`config.mk`:
```
export PLATFORM = sky130hd
export DESIGN_NAME = aes_word_flow_ctrl
export DESIGN_NICKNAME = d
export VERILOG_FILES = /design/src/rtl/aes_word_flow_ctrl.sv
export SDC_FILE = /design/constraint.sdc
export NUM_CORES = 1
export LEC_CHECK = 0
export ABC_AREA = 0
export ABC_CLOCK_PERIOD_IN_PS = 3000
export BUFFER_PORTS_ARGS = -buffer_cell sky130_fd_sc_hd__buf_4
export CAP_MARGIN = 20
export CORE_ASPECT_RATIO = 0.8
export CORE_UTILIZATION = 53
export CTS_CLUSTER_DIAMETER = 80
export DETAILED_ROUTE_END_ITERATION = 8
export GPL_TIMING_DRIVEN = 0
export PLACE_DENSITY = 0.76
export SLEW_MARGIN = 40
export SYNTH_ARGS = -nofsm -noshare
export SYNTH_HDL_FRONTEND = slang
export SYNTH_SLANG_ARGS = --single-unit
```
`constraint.sdc`:
```
create_clock -name clk -period 3 [get_ports clk]
set_input_delay 0 -clock clk [delete_from_list [all_inputs] [get_ports clk]]
set_output_delay 0 -clock clk [all_outputs]
set_load 0.05 [all_outputs]
```
`src/rtl/aes_word_flow_ctrl.sv`:
```
// AES round word-flow controller: streams ShiftRows-permuted columns through an external
// combinational round datapath, ping-ponging the state between two four-word banks.
module aes_word_flow_ctrl #(
    parameter int unsigned NUM_ROUNDS = 10,
    parameter int unsigned WORD_WIDTH = 32
) (
    input  logic                    clk,
    input  logic                    reset,
    input  logic [4*WORD_WIDTH-1:0] block_data_in,
    input  logic                    block_data_in_vld,
    input  logic                    dec_mode,
    input  logic                    key_available,
    output logic                    data_accept,
    output logic                    rnd_key_gen,
    output logic [WORD_WIDTH-1:0]   word_out_comb,
    output logic                    word_out_comb_vld,
    input  logic [WORD_WIDTH-1:0]   word_in_comb,
    output logic                    mix_column_off,
    output logic [4*WORD_WIDTH-1:0] data_out,
    output logic                    data_out_vld,
    input  logic                    data_out_rdy
);
    localparam int unsigned BLOCK_W = 4 * WORD_WIDTH;
    localparam int unsigned LANE_W  = WORD_WIDTH / 4;
    localparam int unsigned RND_W   = $clog2(NUM_ROUNDS + 1);
    localparam logic [RND_W-1:0] LAST_RND = RND_W'(NUM_ROUNDS);

    typedef enum logic [1:0] {StIdle, StRun, StDone} state_t;

    state_t                r_state;
    state_t                w_state_d;
    logic [WORD_WIDTH-1:0] r_bank_a [4];
    logic [WORD_WIDTH-1:0] r_bank_b [4];
    logic                  r_sel_b;
    logic                  r_dec;
    logic [1:0]            r_col;
    logic [RND_W-1:0]      r_round;
    logic [BLOCK_W-1:0]    r_data_out;
    logic                  r_out_vld;

    logic                  w_step;
    logic                  w_take;
    logic                  w_last;
    logic [LANE_W-1:0]     w_lane [4];
    logic [WORD_WIDTH-1:0] w_inact [4];
    logic [WORD_WIDTH-1:0] w_perm;

    // Lane g of the outgoing column comes from word (col +/- g) of the active bank.
    for (genvar g = 0; g < 4; g++) begin : g_lane
        logic [1:0]            w_src;
        logic [WORD_WIDTH-1:0] w_src_word;
        assign w_src      = r_dec ? (r_col - 2'(g)) : (r_col + 2'(g));
        assign w_src_word = r_sel_b ? r_bank_b[w_src] : r_bank_a[w_src];
        assign w_lane[g]  = w_src_word[WORD_WIDTH-1-g*LANE_W -: LANE_W];
        assign w_inact[g] = r_sel_b ? r_bank_a[g] : r_bank_b[g];
    end

    assign w_perm = {w_lane[0], w_lane[1], w_lane[2], w_lane[3]};

    assign w_step      = (r_state == StRun) && key_available;
    assign w_last      = w_step && (r_col == 2'd3) && (r_round == LAST_RND);
    assign data_accept = key_available &&
                         ((r_state == StIdle) || ((r_state == StDone) && data_out_rdy));
    assign w_take      = data_accept && block_data_in_vld;

    assign word_out_comb_vld = w_step;
    assign rnd_key_gen       = w_step;
    assign word_out_comb     = w_step ? w_perm : '0;
    assign mix_column_off    = w_step && (r_round == LAST_RND);
    assign data_out          = r_data_out;
    assign data_out_vld      = r_out_vld;

    always_comb begin
        w_state_d = r_state;
        case (r_state)
            StIdle:  if (w_take) w_state_d = StRun;
            StRun:   if (w_last) w_state_d = StDone;
            StDone: begin
                if (w_take)            w_state_d = StRun;
                else if (data_out_rdy) w_state_d = StIdle;
            end
            default: w_state_d = StIdle;
        endcase
    end

    always_ff @(posedge clk) begin
        if (reset) begin
            r_state    <= StIdle;
            r_sel_b    <= 1'b0;
            r_dec      <= 1'b0;
            r_col      <= 2'd0;
            r_round    <= '0;
            r_data_out <= '0;
            r_out_vld  <= 1'b0;
            for (int i = 0; i < 4; i++) begin
                r_bank_a[i] <= '0;
                r_bank_b[i] <= '0;
            end
        end else begin
            r_state <= w_state_d;
            if (w_take) begin
                for (int i = 0; i < 4; i++) begin
                    r_bank_a[i] <= block_data_in[BLOCK_W-1-i*WORD_WIDTH -: WORD_WIDTH];
                end
                r_dec   <= dec_mode;
                r_col   <= 2'd0;
                r_round <= RND_W'(1);
                r_sel_b <= 1'b0;
            end else if (w_step) begin
                if (r_sel_b) r_bank_a[r_col] <= word_in_comb;
                else         r_bank_b[r_col] <= word_in_comb;
                r_col <= r_col + 2'd1;
                if (r_col == 2'd3) begin
                    r_sel_b <= ~r_sel_b;
                    r_round <= r_round + RND_W'(1);
                end
            end
            // Final column is still in flight, so take it straight from the datapath.
            if (w_last) begin
                r_data_out <= {w_inact[0], w_inact[1], w_inact[2], word_in_comb};
                r_out_vld  <= 1'b1;
            end else if ((r_state == StDone) && data_out_rdy) begin
                r_out_vld <= 1'b0;
            end
        end
    end

endmodule

```
== After elaboration in Yosys (flattened, before gate mapping) ==
Memory sizes are Yosys's and may differ from the RTL's. A register that Yosys moved wholly into a read port is not among the register bits.
Cells that the tools add are included.
Widths: inputs -> output; s select.

* Word-level logic and storage cells: 97
* Memory bits (writable): 256
* Register bits after elaboration: 139
* Output and inout bits: 165
* Memories: 2

{| class="wikitable"
|+ Memories
! memory !! depth !! width !! read ports !! clocked after Yosys merged registers in !! wr ports !! line !! source
|-
| r_bank_a || 4 || 32 || 7 || 1 || 4 || 32 || <nowiki>logic [WORD_WIDTH-1:0] r_bank_a [4];</nowiki>
|-
| r_bank_b || 4 || 32 || 7 || 1 || 4 || 33 || <nowiki>logic [WORD_WIDTH-1:0] r_bank_b [4];</nowiki>
|}

* Muxes and demuxes: 50
* Eq/ne operators: 7
* Bitwise operators: 5
* Add/sub/neg operators: 7
* Reduce and logical (&&, ||, !) cells: 18

{| class="wikitable"
|+ Operator list
! kind !! number
|-
| $mux 32 || 11
|-
| $reduce_or 32->1 || 2
|-
| $mux 2 || 13
|-
| $mux 24 || 1
|-
| $mux 1 || 22
|-
| $mux 16 || 1
|-
| $mux 8 || 1
|-
| $logic_and 1x1->1 || 7
|-
| $pmux 2 s3 || 1
|-
| $reduce_bool 2->1 || 3
|-
| $add 2x2->2 const B || 2
|-
| $add 4x1->4 const B || 1
|-
| $eq 2x2->1 const B || 2
|-
| $eq 4x4->1 const B || 1
|-
| $ne 2x2->1 const B || 2
|-
| $or 1x1->1 || 4
|-
| $reduce_and 2->1 || 2
|-
| $sub 2x2->2 const B || 2
|-
| $ne 3x3->1 const B || 1
|-
| $reduce_and 3->1 || 1
|-
| $add 2x1->2 const B || 1
|-
| $eq 2x1->1 const B || 1
|-
| $logic_not 2->1 || 1
|-
| $reduce_or 2->1 || 1
|-
| other kinds (3) || 3
|}

== Depth between registers and ports, before layout ==
* Depth in word-level cells: 10
* Mapped depth: 10
* Depth with buffers taken out: 6

== Least setup slack after synthesis ==
OpenSTA, ideal clock, no wires.

* Path type: register to register
* Start: register r_state[0]
* End: memory r_bank_a[0][0], enable pin
* Path slack: -0.088 ns
* Library setup time: 0.389 ns
* Period minus slack after synthesis: 3.088 ns
* Arrival: 2.698 ns
* Stages on the path, launching flop included: 5
* Path through: dfxtp_1 -> clkbuf_1 -> nor3_1 -> a21oi_1 -> nand2_1

{| class="wikitable"
|+ RTL lines
! item !! line !! source
|-
| from (decl) || 30 || <nowiki>state_t r_state;</nowiki>
|-
| from (signal assigned) || 88 || <nowiki>r_state <= StIdle;</nowiki>
|-
| from (signal assigned) || 100 || <nowiki>r_state <= w_state_d;</nowiki>
|-
| to (decl) || 32 ||
|}

== Worst setup path after layout ==
* Start: register r_sel_b
* End: output word_out_comb[22]

* Longest elaborated chain between the ends: 2

{| class="wikitable"
|+ RTL lines
! item !! line !! source
|-
| from (decl) || 34 || <nowiki>logic r_sel_b;</nowiki>
|-
| from (signal assigned) || 114 || <nowiki>r_sel_b <= ~r_sel_b;</nowiki>
|-
| $mux 24 || 53 || <nowiki>assign w_src_word = r_sel_b ? r_bank_b[w_src] : r_bank_a[w_src];</nowiki>
|-
| $mux 32 || 68 || <nowiki>assign word_out_comb = w_step ? w_perm : '0;</nowiki>
|-
| to (decl) || 15 || <nowiki>output logic [WORD_WIDTH-1:0] word_out_comb,</nowiki>
|}

No other way between the ends.

==> summary.md <==
| Metric | Value |
|---|---|
| Critical Path Sink Type | output port |
| Clock-pin slew on the worst setup and hold paths | 70 ps |
| Clock Skew | 25.4 ps |
| # setup viols final | 0 |
| Least-Margin Pin Slew | 975 ps |
| Clk root buf | clkbuf_16 |
| DIE WIDTH | between 200 and 250 µm |
| Pins over their slew limit | 0 |
| Most common flop cell mapped by yosys | edfxtp_1 |
| CTS tree | built |
| Synth Warn # | 0 |
| Maximum vdd drop | 377 µV |
| Reg area | 10500 µm² |
| # fillers | around 2400 |
| Number of max-cap violations | 0 |
| Startpoint types | flip-flop |
| Global route overflow | 0 |
| Status | completed |
| GRT Overall Usage | 0.393 |
| Setup ws final | 56.0 ps |
| Max Freq | 340 MHz |
| Largest net degree at the start of global routing | 33 |
| Global-route wire length before repair | 99900 µm |
| Initial DRC count | 2356 |
| DIE AREA | approximately 35000 µm² |
| Area leader, netlist | edfxtp_1 |
| IO Port Bufs | 298 |
| Crit-path max FO | 10 |
| Final worst-path cycle share | 0.981 |
| RSZ-0062 raised after global routing | false |
| H-tree depth | 2 |
| Power per standard cell area | 504 nW/µm² |
| Most frequent cells in the layout | buf_4, edfxtp_1, nand2_1, dlygate4sd3_1, dfxtp_1 |
| Area Growth Syn to Fin | 32.3% |
| WL final | 70400 µm |
| Rel. slew slack | 0.350 |
| Initial antenna violation count | 2 |
| Number of flops mapped to enable cells by yosys | 256 |
| Commonest non-fill, non-tap cell in the layout | buf_4 |
| CP Data Arrival Time | 2940 ps |
| Clk_lat worst skew | between 500 and 600 ps |
| Synth async-reset ratio | 0 |
| Mapped Nets | about 1700 |
| Longest Clk Path Bufs | 3 |
| Finished Layout Cells | 2527 |
| Detail Placement HPWL | 46700 µm |
| Clock Sinks | 397 |
| Pre-antenna DRT Iters | 6 |
| Die height | ~170 µm |
| DR DRC count | 0 |
| DR WL/cell | 27.8 µm |
| Synthesized area per cell | 11.7 µm² |
| # IOs | around 330 |
| Post-synthesis register bit count | 397 |
| Yosys cell types | 37 |
| Yosys top cell area share | 0.423 |
| Critical path type | flip-flop to output port |
| Gp weighted congestion | about 0.96 |
| Rows | 60 |
| Worst Hold Launch | reset |
| Placed Cells | roughly 2300 |
| TritonCTS buffer count | 40 |
| Via count | about 16000 |
| Multi-input logic area | 6970 µm² |
| Critical R2R Launch | r_state[0]$_SDFFE_PP0P_ |
| Cell area after synthesis | 18200 µm² |
| Hold WC Path Type | primary input to flip-flop |
| Final Hold Vio Count | 0 |
| Post-Syn Instances | 1555 |
| Area contributors post-synth | edfxtp_1, dfxtp_1, mux2i_1 |
| Pre-CTS setup slack | 13.8 ps |
| Worst Setup SP | r_sel_b$_SDFFE_PP0N_ |
| Vias in the first global route | 15806 |
| Layout cells sized above 1 | 0.247 |
| Seq/Total Area, Yosys | 0.578 |
| Initial Util | 0.540 |
| ANT nets after route | 0 |
| WHS | 60.2 ps |
| Fin crit period | 2940 ps |
| Pleak | 9.12 nW |
| CP required | 3000 ps |
| R2R Setup Slk | 190 ps |
| Via/cell ratio | 6.36 |
| Std-Cell Core Area | 33700 µm² |
| Fin nets | between 2000 and 2500 |
## cell usage after synthesis (all sizes together), types with 5 or more instances
cell	instances
mux2i	113
and2	128
a211oi	96
nand4	5
clkbuf	107
dfxtp	141
buf	52
inv	8
nor2	121
nand2	208
or4	17
and3	5
ha	6
edfxtp	256
mux4	32
a21oi	106
a22o	128
## cells by family after synthesis
family	count (synthesis)	synth area share
xor+xnor	5	0.00241
simple gates	502	0.129
flops	397	0.578
compound gates	333	0.141
fa+ha+maj	6	0.00413
mux	145	0.102
buf+inv	167	0.0446
## through the flow
step | total power, mW | cell area, µm² | util | setup TNS, ps
2_1_floorplan | 6.67 | 18200 | - | 0
3_3_place_gp | 7.12 | 21000 | 0.622 | -9850
3_5_place_dp | 7.16 | 21100 | 0.627 | 0
4_1_cts | 12.0 | 24000 | 0.713 | 0
5_1_grt | 12.3 | 24100 | 0.714 | 0
6_report | 12.1 | 24100 | 0.714 | 0
## state kept, by name (all words and copies together), names as in the netlist, named ones only
register,count
r_bank_a,128
r_round,4
data_out,128
r_col,2
r_bank_b,128
r_sel_b,1
r_state,2
data_out_vld,1
r_dec,1
## critical path, stage by stage (launching register included)
cell,delay (ps)
dfxtp_1,300
buf_2,200
nor2_1,100
nand4_1,390
clkbuf_2,450
a21oi_1,80
or4_1,620
buf_4,240
## per-layer routing
layer	track usage	share of wire	vias to the layer above
met3	0.113	0.14	276
met2	0.586	0.43	1377
met5	0.00414	0.00011	-
li1	-	-	6693
met1	0.529	0.37	7723
met4	0.191	0.052	2
## where the power goes
| part | switching (mW) | internal [mW] |
|---|---|---|
| sequential | 0.108 | 6.02 |
| clock | 2.14 | 2.71 |
| combinational | 0.675 | 0.491 |
| total | 2.93 | 9.22 |
## layout make-up
class                   count  area share
flip-flops and latches    397       0.437
plain buffers             159      0.0354
repair buffers            466       0.164
diodes                      1    0.000104
multi-input cells         991       0.290
inverters                   8     0.00125
clock inverters            14     0.00463
well taps                 434      0.0226
clock buffers              57      0.0455
## final timing paths
check                         endpoint  cells after the start
max                  word_out_comb[22]                      7
min                          flip-flop                      5
max reg2reg  r_bank_a[2][26]$_DFFE_PP_                      6
min reg2reg  data_out[10]$_SDFFE_PP0P_                      2
## repair_timing
action,in CTS,in global routing
hold buffers,163,0
pin swaps,0,0
gates cloned,0,0
endpoints found under the setup margin,24,15
gates resized for setup,32,4
endpoints found under the hold margin,207,0
buffers inserted,0,0
(Power assumes the default switching activity.)
